$ cat src/rtl/frame_capture_pkg.sv
// Shared types and constants for the ping-pong frame capture controller.
package frame_capture_pkg;

    typedef enum logic [1:0] {
        WAIT_FV_LOW = 2'd0,
        IDLE        = 2'd1,
        CAPTURE     = 2'd2
    } state_e;

    typedef logic bank_t;

    localparam int DEF_WIDTH        = 752;
    localparam int DEF_HEIGHT       = 480;
    localparam int PIXELS_PER_FRAME = DEF_WIDTH * DEF_HEIGHT;

    function automatic int pixels_per_frame(input int w, input int h);
        return w * h;
    endfunction

endpackage

$ cat src/rtl/frame_capture_bank_pool.sv
// Two-bank full/free bookkeeping: bank pick at frame start, mark on completion, release by consumer.
module frame_capture_bank_pool
    import frame_capture_pkg::*;
(
    input  logic       clk_i,
    input  logic       rst_n_i,
    input  logic       release_i,
    input  bank_t      release_bank_i,
    input  logic       mark_i,
    input  bank_t      mark_bank_i,
    output logic [1:0] full_o,
    output logic       free_any_o,
    output bank_t      pick_o
);

    logic [1:0] full_q;
    logic [1:0] full_d;
    logic [1:0] rel_mask_s;
    logic [1:0] mark_mask_s;
    logic [1:0] avail_s;
    bank_t      last_q;
    bank_t      last_d;

    // A bank released this cycle already counts as free for a frame starting this cycle.
    always_comb begin
        rel_mask_s  = release_i ? (2'b01 << release_bank_i) : 2'b00;
        mark_mask_s = mark_i    ? (2'b01 << mark_bank_i)    : 2'b00;
        avail_s     = ~full_q | rel_mask_s;
        free_any_o  = |avail_s;
        pick_o      = avail_s[~last_q] ? ~last_q : last_q;
        full_d      = (full_q & ~rel_mask_s) | mark_mask_s;
        last_d      = mark_i ? mark_bank_i : last_q;
    end

    // Full flags and most recently completed bank.
    always_ff @(posedge clk_i or negedge rst_n_i) begin
        if (!rst_n_i) begin
            full_q <= 2'b00;
            last_q <= 1'b1;
        end else begin
            full_q <= full_d;
            last_q <= last_d;
        end
    end

    assign full_o = full_q;

endmodule

$ cat src/rtl/frame_capture_ctrl.sv
// Frame capture sequencer: arms per frame, streams pixels into a free bank with a 1-cycle
// registered write port, and reports completed, discarded and dropped frames.
module frame_capture_ctrl
    import frame_capture_pkg::*;
#(
    parameter int WIDTH     = 752,
    parameter int HEIGHT    = 480,
    parameter int DATA_BITS = 10,
    parameter int LINE_BITS = 9,
    parameter int COL_BITS  = 10,
    parameter int ADDR_BITS = 19
) (
    input  logic                 PIXCLK,
    input  logic                 RST_N,
    input  logic                 FRAME_VALID,
    input  logic                 PIXEL_VALID,
    input  logic [LINE_BITS-1:0] CURRENT_LINE,
    input  logic [COL_BITS-1:0]  CURRENT_COLUMN,
    input  logic [DATA_BITS-1:0] DATA_IN,
    input  logic                 CONTINUOUS,
    input  logic                 CAPTURE_REQ,
    input  logic                 RELEASE,
    input  logic                 RELEASE_BANK,
    output logic                 WR_EN,
    output logic                 WR_BANK,
    output logic [ADDR_BITS-1:0] WR_ADDR,
    output logic [DATA_BITS-1:0] WR_DATA,
    output logic                 FRAME_DONE,
    output logic                 DONE_BANK,
    output logic [1:0]           FULL_BANKS,
    output logic                 FRAME_ERR,
    output logic [7:0]           DROP_CNT,
    output logic                 BUSY
);

    localparam int CNT_BITS = ADDR_BITS + 1;
    localparam logic [CNT_BITS-1:0]  PPF_C        = CNT_BITS'(pixels_per_frame(WIDTH, HEIGHT));
    localparam logic [LINE_BITS:0]   HEIGHT_C     = (LINE_BITS + 1)'(HEIGHT);
    localparam logic [COL_BITS:0]    WIDTH_COL_C  = (COL_BITS + 1)'(WIDTH);
    localparam logic [ADDR_BITS-1:0] WIDTH_ADDR_C = ADDR_BITS'(WIDTH);

    state_e                 state_q;
    bank_t                  bank_q;
    logic                   arm_q;
    logic                   bad_q;
    logic [CNT_BITS-1:0]    cnt_q;
    logic                   wr_en_q;
    bank_t                  wr_bank_q;
    logic [ADDR_BITS-1:0]   wr_addr_q;
    logic [DATA_BITS-1:0]   wr_data_q;
    logic                   frame_done_q;
    bank_t                  done_bank_q;
    logic                   frame_err_q;
    logic [7:0]             drop_q;
    logic                   busy_q;

    logic                   fv_rise_s;
    logic                   armed_s;
    logic                   start_s;
    logic                   drop_s;
    logic                   fv_fall_s;
    logic                   pix_go_s;
    logic                   in_range_s;
    logic                   pix_wr_s;
    logic                   pix_bad_s;
    logic                   done_s;
    logic                   err_s;
    bank_t                  cur_bank_s;
    logic [CNT_BITS-1:0]    cnt_base_s;
    logic                   bad_base_s;
    logic [ADDR_BITS-1:0]   addr_s;
    logic                   free_any_s;
    bank_t                  pick_s;
    logic [1:0]             full_s;

    frame_capture_bank_pool u_pool (
        .clk_i          (PIXCLK),
        .rst_n_i        (RST_N),
        .release_i      (RELEASE),
        .release_bank_i (RELEASE_BANK),
        .mark_i         (done_s),
        .mark_bank_i    (bank_q),
        .full_o         (full_s),
        .free_any_o     (free_any_s),
        .pick_o         (pick_s)
    );

    // Frame start/end decisions and per-pixel qualification; a pixel on the start cycle joins the new frame.
    always_comb begin
        fv_rise_s  = (state_q == IDLE) && FRAME_VALID;
        armed_s    = CONTINUOUS || arm_q;
        start_s    = fv_rise_s && armed_s && free_any_s;
        drop_s     = fv_rise_s && armed_s && !free_any_s;
        fv_fall_s  = (state_q == CAPTURE) && !FRAME_VALID;
        pix_go_s   = PIXEL_VALID && (start_s || ((state_q == CAPTURE) && FRAME_VALID));
        if (start_s) begin
            cur_bank_s = pick_s;
            cnt_base_s = {CNT_BITS{1'b0}};
            bad_base_s = 1'b0;
        end else begin
            cur_bank_s = bank_q;
            cnt_base_s = cnt_q;
            bad_base_s = bad_q;
        end
        in_range_s = ({1'b0, CURRENT_LINE} < HEIGHT_C) && ({1'b0, CURRENT_COLUMN} < WIDTH_COL_C);
        pix_wr_s   = pix_go_s && in_range_s && (cnt_base_s < PPF_C);
        pix_bad_s  = pix_go_s && !pix_wr_s;
        done_s     = fv_fall_s && (cnt_q == PPF_C) && !bad_q;
        err_s      = fv_fall_s && !done_s;
        addr_s     = ADDR_BITS'(CURRENT_LINE) * WIDTH_ADDR_C + ADDR_BITS'(CURRENT_COLUMN);
    end

    // Capture FSM with registered write port, status pulses and drop counter.
    always_ff @(posedge PIXCLK or negedge RST_N) begin
        if (!RST_N) begin
            state_q      <= WAIT_FV_LOW;
            bank_q       <= 1'b0;
            arm_q        <= 1'b0;
            bad_q        <= 1'b0;
            cnt_q        <= {CNT_BITS{1'b0}};
            wr_en_q      <= 1'b0;
            wr_bank_q    <= 1'b0;
            wr_addr_q    <= {ADDR_BITS{1'b0}};
            wr_data_q    <= {DATA_BITS{1'b0}};
            frame_done_q <= 1'b0;
            done_bank_q  <= 1'b0;
            frame_err_q  <= 1'b0;
            drop_q       <= 8'd0;
            busy_q       <= 1'b0;
        end else begin
            wr_en_q      <= pix_wr_s;
            frame_done_q <= done_s;
            frame_err_q  <= err_s;
            if (pix_wr_s) begin
                wr_bank_q <= cur_bank_s;
                wr_addr_q <= addr_s;
                wr_data_q <= DATA_IN;
            end
            if (done_s) begin
                done_bank_q <= bank_q;
                arm_q       <= CAPTURE_REQ;
            end else if (CAPTURE_REQ) begin
                arm_q <= 1'b1;
            end
            if (drop_s && (drop_q != 8'hFF)) begin
                drop_q <= drop_q + 8'd1;
            end
            if (start_s || (state_q == CAPTURE)) begin
                cnt_q <= cnt_base_s + {{(CNT_BITS-1){1'b0}}, pix_wr_s};
                bad_q <= bad_base_s | pix_bad_s;
            end
            if (start_s) begin
                bank_q <= pick_s;
            end
            case (state_q)
                WAIT_FV_LOW: begin
                    if (!FRAME_VALID) begin
                        state_q <= IDLE;
                    end
                end
                IDLE: begin
                    if (start_s) begin
                        state_q <= CAPTURE;
                        busy_q  <= 1'b1;
                    end else if (FRAME_VALID) begin
                        state_q <= WAIT_FV_LOW;
                    end
                end
                CAPTURE: begin
                    if (!FRAME_VALID) begin
                        state_q <= IDLE;
                        busy_q  <= 1'b0;
                    end
                end
                default: begin
                    state_q <= WAIT_FV_LOW;
                    busy_q  <= 1'b0;
                end
            endcase
        end
    end

    assign WR_EN      = wr_en_q;
    assign WR_BANK    = wr_bank_q;
    assign WR_ADDR    = wr_addr_q;
    assign WR_DATA    = wr_data_q;
    assign FRAME_DONE = frame_done_q;
    assign DONE_BANK  = done_bank_q;
    assign FULL_BANKS = full_s;
    assign FRAME_ERR  = frame_err_q;
    assign DROP_CNT   = drop_q;
    assign BUSY       = busy_q;

endmodule

$ cat config.mk
export PLATFORM = sky130hd
export DESIGN_NAME = frame_capture_ctrl
export DESIGN_NICKNAME = d
export VERILOG_FILES = /design/src/rtl/frame_capture_pkg.sv /design/src/rtl/frame_capture_bank_pool.sv /design/src/rtl/frame_capture_ctrl.sv
export SDC_FILE = /design/constraint.sdc
export NUM_CORES = 1
export LEC_CHECK = 0
export ABC_AREA = 0
export CAP_MARGIN = 20
export CORE_MARGIN = 8
export CORE_UTILIZATION = 54
export DETAILED_ROUTE_END_ITERATION = 10
export GPL_TIMING_DRIVEN = 0
export PLACE_DENSITY_LB_ADDON = 0.1
export SETUP_SLACK_MARGIN = 0.3
export SYNTH_ARGS = -nofsm -noshare
export SYNTH_HDL_FRONTEND = slang
export SYNTH_SLANG_ARGS = --single-unit
$ cat constraint.sdc
create_clock -name PIXCLK -period 4 [get_ports PIXCLK]
set_input_delay 0.8 -clock PIXCLK [delete_from_list [all_inputs] [get_ports PIXCLK]]
set_output_delay 0.8 -clock PIXCLK [all_outputs]
set_load 0.01 [all_outputs]
# ---- Word level (Yosys, flattened, before mapping)
# Index checks and enable logic that the tools add are counted.
dict set report op_classes {
  n_addsub 3
  multipliers 1
  n_div 0
  magnitude_cmp 4
  eq_ne 8
  shift 2
  n_mux 17
  n_bitwise 8
  reduce_logical 29
}
# op n
set op_table {}
lappend op_table {{$add A20 B1 Y20} 1}
lappend op_table {{$eq A20 B19 Y1 const B} 1}
lappend op_table {{$lt A20 B19 Y1 const B} 1}
lappend op_table {{$mux W20} 1}
lappend op_table {{$add A19 B10 Y19} 1}
lappend op_table {{$logic_and A1 B1 Y1} 15}
lappend op_table {{$mul A9 B6 Y15 const B} 1}
lappend op_table {{$lt A10 B10 Y1 const B} 1}
lappend op_table {{$mux W2} 5}
lappend op_table {{$lt A9 B9 Y1 const B} 1}
lappend op_table {{$mux W1} 9}
lappend op_table {{$add A8 B1 Y8 const B} 1}
lappend op_table {{$ne A8 B8 Y1 const B} 1}
lappend op_table {{$ne A2 B2 Y1 const B} 3}
lappend op_table {{$logic_not A1 Y1} 5}
lappend op_table {{$not A2 Y2} 2}
lappend op_table {{$or A2 B2 Y2} 2}
lappend op_table {{$pmux W2 S2} 1}
lappend op_table {{$reduce_or A2 Y1} 2}
lappend op_table {{$shl A1 B1 Y2 const A} 2}
lappend op_table {{$logic_or A1 B1 Y1} 3}
lappend op_table {{$ne A3 B3 Y1 const B} 1}
lappend op_table {{$pmux W1 S3} 1}
lappend op_table {{$reduce_and A3 Y1} 1}
lappend op_table {{9 further kinds} 10}
dict set report totals {
  ff_bits 71
  latchBits 0
  ramBits 0
  mem_bits_ro 0
  in_bits 37
  out_inout_bits 45
  wordCells 88
  mem_count 0
}

# ---- Depth between registers and ports, before layout
dict set report depth {
  depth_word 12
  depth_mapped 16
  depth_no_buf 16
}

# ---- Cells and area by module
# Synthesis repeated with hierarchy kept, for this count alone.
dict set report unflattened {
  cells_unflattened 476
  hier_area_um2 4929.7
}
# module instances cells_per_inst area_each_um2 seq_area_each_um2
set modules_own_cells {}
lappend modules_own_cells {frame_capture_ctrl 1 463 4777.1 1701.6}
lappend modules_own_cells {frame_capture_bank_pool 1 13 152.6 76.3}

# ---- Worst setup path after synthesis
# No wires, ideal clock.
dict set report synth_timing {
  kind {input port to flip-flop}
  start {input CURRENT_LINE[5]}
  end {register wr_addr_q[17] (netlist: WR_ADDR[17])}
  setup_ns 0.082
  t_arrival_ns 4.243
  required_time_ns 3.918
  slack_ns -0.324
  path_stages 13
  n_path_buf 0
  path_cell_list {fa_1 -> fa_1 -> inv_1 -> fa_1 -> inv_1 -> ha_1 -> a21o_1 -> a31oi_1 -> a31oi_1 -> a221oi_2 -> nand4_1 -> or3_1 -> a31oi_1}
}
dict set report synth_via {
  elab_chain_len 4
  elab_cells_between_ends 6
  classes_between {add/sub (1); mul (1); order compare (1); reduce/logical (3)}
}
# element line
set synth_lines {}
lappend synth_lines {{start: declaration} frame_capture_ctrl.sv:17} ;# input logic [LINE_BITS-1:0] CURRENT_LINE,
lappend synth_lines {{parallel branches: the longest is 4 deep, another holds $add A19 B10 Y19} n/a}
lappend synth_lines {{end signal: assignment} frame_capture_ctrl.sv:123} ;# wr_addr_q <= {ADDR_BITS{1'b0}};
lappend synth_lines {{end signal: assignment} frame_capture_ctrl.sv:136} ;# wr_addr_q <= addr_s;
lappend synth_lines {{end: declaration} frame_capture_ctrl.sv:49} ;# logic [ADDR_BITS-1:0] wr_addr_q;
# Parallel ways; which one is timed is not known.
# A chain may end at the register's enable or synchronous reset.

# ---- Final worst setup path
dict set report layout_timing {
  start {input CURRENT_LINE[6]}
  end {register wr_addr_q[18] (netlist: WR_ADDR[18])}
}
# The elaborated chain is that of the path after synthesis.

==> impl.org <==
** Yosys
- The synthesized design spends more area on one cell type than any other, namely sky130_fd_sc_hd__dfrtp_1.
- Ranked by total cell area, the synthesized netlist is headed by sky130_fd_sc_hd__dfrtp_1, sky130_fd_sc_hd__ha_1, sky130_fd_sc_hd__fa_1.
- Sequential share of the synthesized area :: 0.373
- Number of instances in the synthesized netlist :: 476
- Yosys mapped the design onto 49 distinct sky130hd cell types.
- Most instantiated flip-flop cell in the synthesis netlist :: sky130_fd_sc_hd__dfrtp_1
- The synthesized netlist occupies a cell area of 4770 sq um.
- Synthesis Warnings :: 0
- Synthesis produced a netlist with a net count of 574.
- Async set or reset register ratio after synthesis :: 1.00
- Average cell area after synthesis :: 10.0 sq um
- Number of enable flip-flop cells after synthesis :: 0
- The share of synthesized area in the top cell type comes to 0.368.
- Synth Register Bits :: 71

** Placement
- In this run the tool buffered the top-level ports with 81 buffer cells.
- DP HPWL :: 8.26 mm
- OpenSTA, run right after detailed placement, puts the worst setup slack at -1.05 ns.
- Final weighted congestion in routability-driven placement :: 0.865

** Clock tree
- Max Buffers Root-to-Sink :: 2
- The cell sitting at the root of the clock tree is a sky130_fd_sc_hd__clkbuf_8.
- Worst-Skew Late Latency :: 0.34 ns
- TritonCTS clock tree :: done
- Clock Sinks :: 71
- Hold buffer count at cts :: 0
- Clock H-tree levels :: 3
- After clock tree synthesis, the clock-pin slew on the worst setup and hold paths is 0.08 ns.
- Number of clock buffers inserted by TritonCTS :: 9

** Power and ir drop
- Summed over all cells, the static leakage comes to 2.97 nW.
- Peak VDD IR :: 0.406 mV
- In this run the power density over the cells is 596 nW/um^2.
- The share of total power dissipated in combinational logic is 0.622.
- The share of total power dissipated in the clock network is 0.138.
- Sequential Power Share :: 0.240
- For this design the total switching power over the nets is 1.50 mW.
- Total power for the finished layout comes to 3.84 mW.
- Of the total power, the share spent switching nets is 0.391.
- The internal power of the cells totals 2.34 mW.

** STA
- Final Cycle Share :: 1.01
- Between clock sinks in the finished design, the worst skew comes to 0.0161 ns.
- The max-slew violation count came to 0.
- Final setup violation count :: 2
- Subtracting the final worst setup slack from the clock period gives 4.06 ns.
- Maximum operating frequency :: 0.246 GHz
- Hold violation total from the final report :: 0
- Headroom to the max-slew limit came out at 0.416.
- Setup repair after global routing could not meet its margin everywhere.
- At the pin with the least slew margin, the transition time is 0.876 ns.
- Worst-case setup margin in the final layout :: -0.0591 ns

** Outcome
- Violated checks :: setup timing
- Result of the run :: complete, but fails checks

** Final layout
- Nets@finish :: 689
- Relative to the synthesized area, the layout overhead comes to 35.1%.
- Of the cells placed in the final design, the portion with a size suffix greater than 1 is 0.227.
- The repair_antennas step left the layout with diodes totalling 0.

** Critical path
- Critical R2R Launch :: cnt_q[14]
- Worst Reg2Reg Path Length in Cells :: 12
- The worst setup path is of the in2reg kind.
- Critical path origin :: CURRENT_LINE[6]
- Data on the critical path is required at its endpoint by 4.26 ns.
- STA puts the critical path data arrival time at 4.32 ns.
- Worst reg2reg setup slack :: 0.61 ns
- The worst setup path is captured at a register.
- Kind of start point of the critical path :: input pin
- End of the worst register-to-register path :: cnt_q[16]
- Of all nets on the critical path, the largest fanout is 5.

** Global route
- Remaining global-route overflow :: 0
- In the global route stage, overall resource usage came out at 0.196.
- Number of antenna violations at the first check in global routing :: 0
- First-pass GRT wire length :: 19.0 mm
- Via count of the first global-routing pass :: 4,141
- Entering global routing, the biggest net connects 72 pins.

** Hold path
- Min-delay worst type :: reg2reg
- Hold-critical path endpoint :: arm_q
- Worst hold path stage count :: 1
- Source of the worst hold timing path :: arm_q

** Die
- 82 I/O pins were placed.
- After floorplanning, the core was sized to cover 8640 sq um.
- Total die area :: 12,100 sq um
- The die is 110 microns wide.
- Chip height :: 110 microns
- After floorplanning, the core was divided into 34 placement rows.
- Initial core utilization :: 0.552

** Drt
- Wire length reported by the detailed router :: 11.4 mm
- DRC marker count from the first detailed-route iteration :: 159
- DRC viols :: 0
- Vias per cell :: 5.52
- Dividing the detail-routed wire length by the instance count gives 16.2 microns.
- Via count :: 3,884
- In this run the remaining antenna-violating nets after routing total 0.
- For this run, the detailed router's first-pass iteration total came to 4.

** Flow run
- The tool flagged a number of max-cap violations equal to 0.
kinds of logic (layout without fill, tap and decap cells):
family                   after synthesis  after routing  share of synthesized area
AND/OR/NAND/NOR                      143            143                      0.142
AO/OA/AOI/OAI                         75             75                      0.106
flip-flops                            71             71                      0.373
adder cells (fa/ha/maj)               61             61                      0.193
buffers and inverters                 61            181                     0.0530
XOR/XNOR                              40             40                     0.0735
multiplexers                          25             25                     0.0591
cell type report:
class	instances	area (sq um)
flip-flops and latches	71	1780
clock buffers	10	138
clock inverters	6	43.8
inverters	52	199
fillers	618	2200
repair buffers	104	1010
well taps	108	135
multi-input cells	344	3070
plain buffers	9	70.1
through the flow:
| stage | TNS [ns] | instances | hold WS [ns] | cell area, sq um | util |
|---|---|---|---|---|---|
| 3_5_place_dp | -8.48 | 665 | 0.471 | 5850 | 0.678 |
| 5_1_grt | -0.517 | 704 | 0.511 | 6440 | 0.746 |
| 3_3_place_gp | -26.78 | 665 | 0.460 | 5860 | 0.678 |
| 6_report | -0.0925 | 704 | 0.485 | 6440 | 0.746 |
| 2_1_floorplan | -0.441 | 476 | 0.444 | 4910 | - |
| 4_1_cts | -0.0335 | 698 | 0.489 | 6310 | 0.730 |
worst max-delay path, cell delays in order:
cell                       delay [ns]
sky130_fd_sc_hd__buf_12          0.11
sky130_fd_sc_hd__fa_1            0.49
sky130_fd_sc_hd__fa_1            0.51
sky130_fd_sc_hd__inv_2           0.04
sky130_fd_sc_hd__fa_1            0.52
sky130_fd_sc_hd__inv_2           0.05
sky130_fd_sc_hd__ha_4            0.22
sky130_fd_sc_hd__a21o_4          0.22
sky130_fd_sc_hd__nand2b_4        0.14
sky130_fd_sc_hd__o211a_1         0.23
sky130_fd_sc_hd__a311oi_2        0.29
sky130_fd_sc_hd__nand3_1         0.14
sky130_fd_sc_hd__or3_1           0.39
sky130_fd_sc_hd__a31oi_1         0.17
worst max-delay path by stage:
stage                  endpoint  cells past startpoint  slack (ns)
floorplan           WR_ADDR[17]                     14       -0.16
global placement    WR_ADDR[17]                     14        -1.0
detailed placement  WR_ADDR[17]                     14       -1.05
CTS                 WR_ADDR[17]                     14       -0.03
global route        WR_ADDR[18]                     15       -0.19
finish              WR_ADDR[18]                     14       -0.06
synthesized netlist by cell type, drive strengths merged (2+ instances only):
cell	n
xnor2	22
dfrtp	70
or2	2
mux2	25
nand2	35
xor2	18
a31oi	6
o211a	2
inv	52
or3	5
a221oi	2
ha	40
nand4	11
nor3	10
nor2	40
a21oi	23
a311oi	2
and3	7
o2111ai	2
o21ai	17
o21a	2
nor2b	4
nand3	17
a21o	6
and2	4
nand2b	3
nor4	2
buf	4
o31ai	2
clkbuf	5
fa	21
power groups by stage:
stage          registers (mW)  logic [mW]  clock network [mW]
2_1_floorplan           0.982        1.19                   0
3_3_place_gp            0.929        1.75                   0
3_5_place_dp            0.934        1.80                   0
4_1_cts                 0.922        2.16               0.543
5_1_grt                 0.939        2.57               0.578
6_report                0.923        2.39               0.529
state kept, by name, summed over array words and instances, names as in the netlist, 2 cells and up:
| signal | count |
|---|---|
| cnt_q | 20 |
| WR_ADDR | 19 |
| WR_DATA | 10 |
| DROP_CNT | 8 |
| state_q | 2 |
| u_pool.full_o | 2 |
metal layers:
metal	track usage	part of all wire
met5	0	0
met4	0.0588	0.0082
met3	0.0410	0.051
met2	0.327	0.50
met1	0.249	0.44
cells in the final DEF (no fill, tap or decap), types with 3 or more instances in the layout:
master / count
sky130_fd_sc_hd__a21o_1: 5
sky130_fd_sc_hd__a21oi_1: 22
sky130_fd_sc_hd__a31oi_1: 3
sky130_fd_sc_hd__and2_1: 3
sky130_fd_sc_hd__and3_1: 6
sky130_fd_sc_hd__buf_4: 22
sky130_fd_sc_hd__buf_6: 11
sky130_fd_sc_hd__clkbuf_1: 4
sky130_fd_sc_hd__clkbuf_8: 11
sky130_fd_sc_hd__clkdlybuf4s50_1: 70
sky130_fd_sc_hd__dfrtp_1: 70
sky130_fd_sc_hd__fa_1: 19
sky130_fd_sc_hd__ha_1: 32
sky130_fd_sc_hd__ha_2: 3
sky130_fd_sc_hd__ha_4: 5
sky130_fd_sc_hd__inv_1: 43
sky130_fd_sc_hd__inv_2: 8
sky130_fd_sc_hd__mux2_2: 23
sky130_fd_sc_hd__nand2_1: 31
sky130_fd_sc_hd__nand3_1: 16
sky130_fd_sc_hd__nand4_1: 11
sky130_fd_sc_hd__nor2_1: 39
sky130_fd_sc_hd__nor2b_1: 3
sky130_fd_sc_hd__nor3_1: 7
sky130_fd_sc_hd__o21ai_0: 13
sky130_fd_sc_hd__or3_1: 5
sky130_fd_sc_hd__xnor2_1: 17
sky130_fd_sc_hd__xnor2_2: 5
sky130_fd_sc_hd__xor2_1: 17
repair_timing:
action / 4_1_cts / 5_1_grt
buffers inserted: 17 / 6
setup endpoints to repair: 11 / 21
cloned: 0 / 0
pin swaps: 34 / 35
resized for setup: 75 / 28
endpoints found under the hold margin: 0 / 0
No activity file was read; power rests on OpenSTA's default activity.
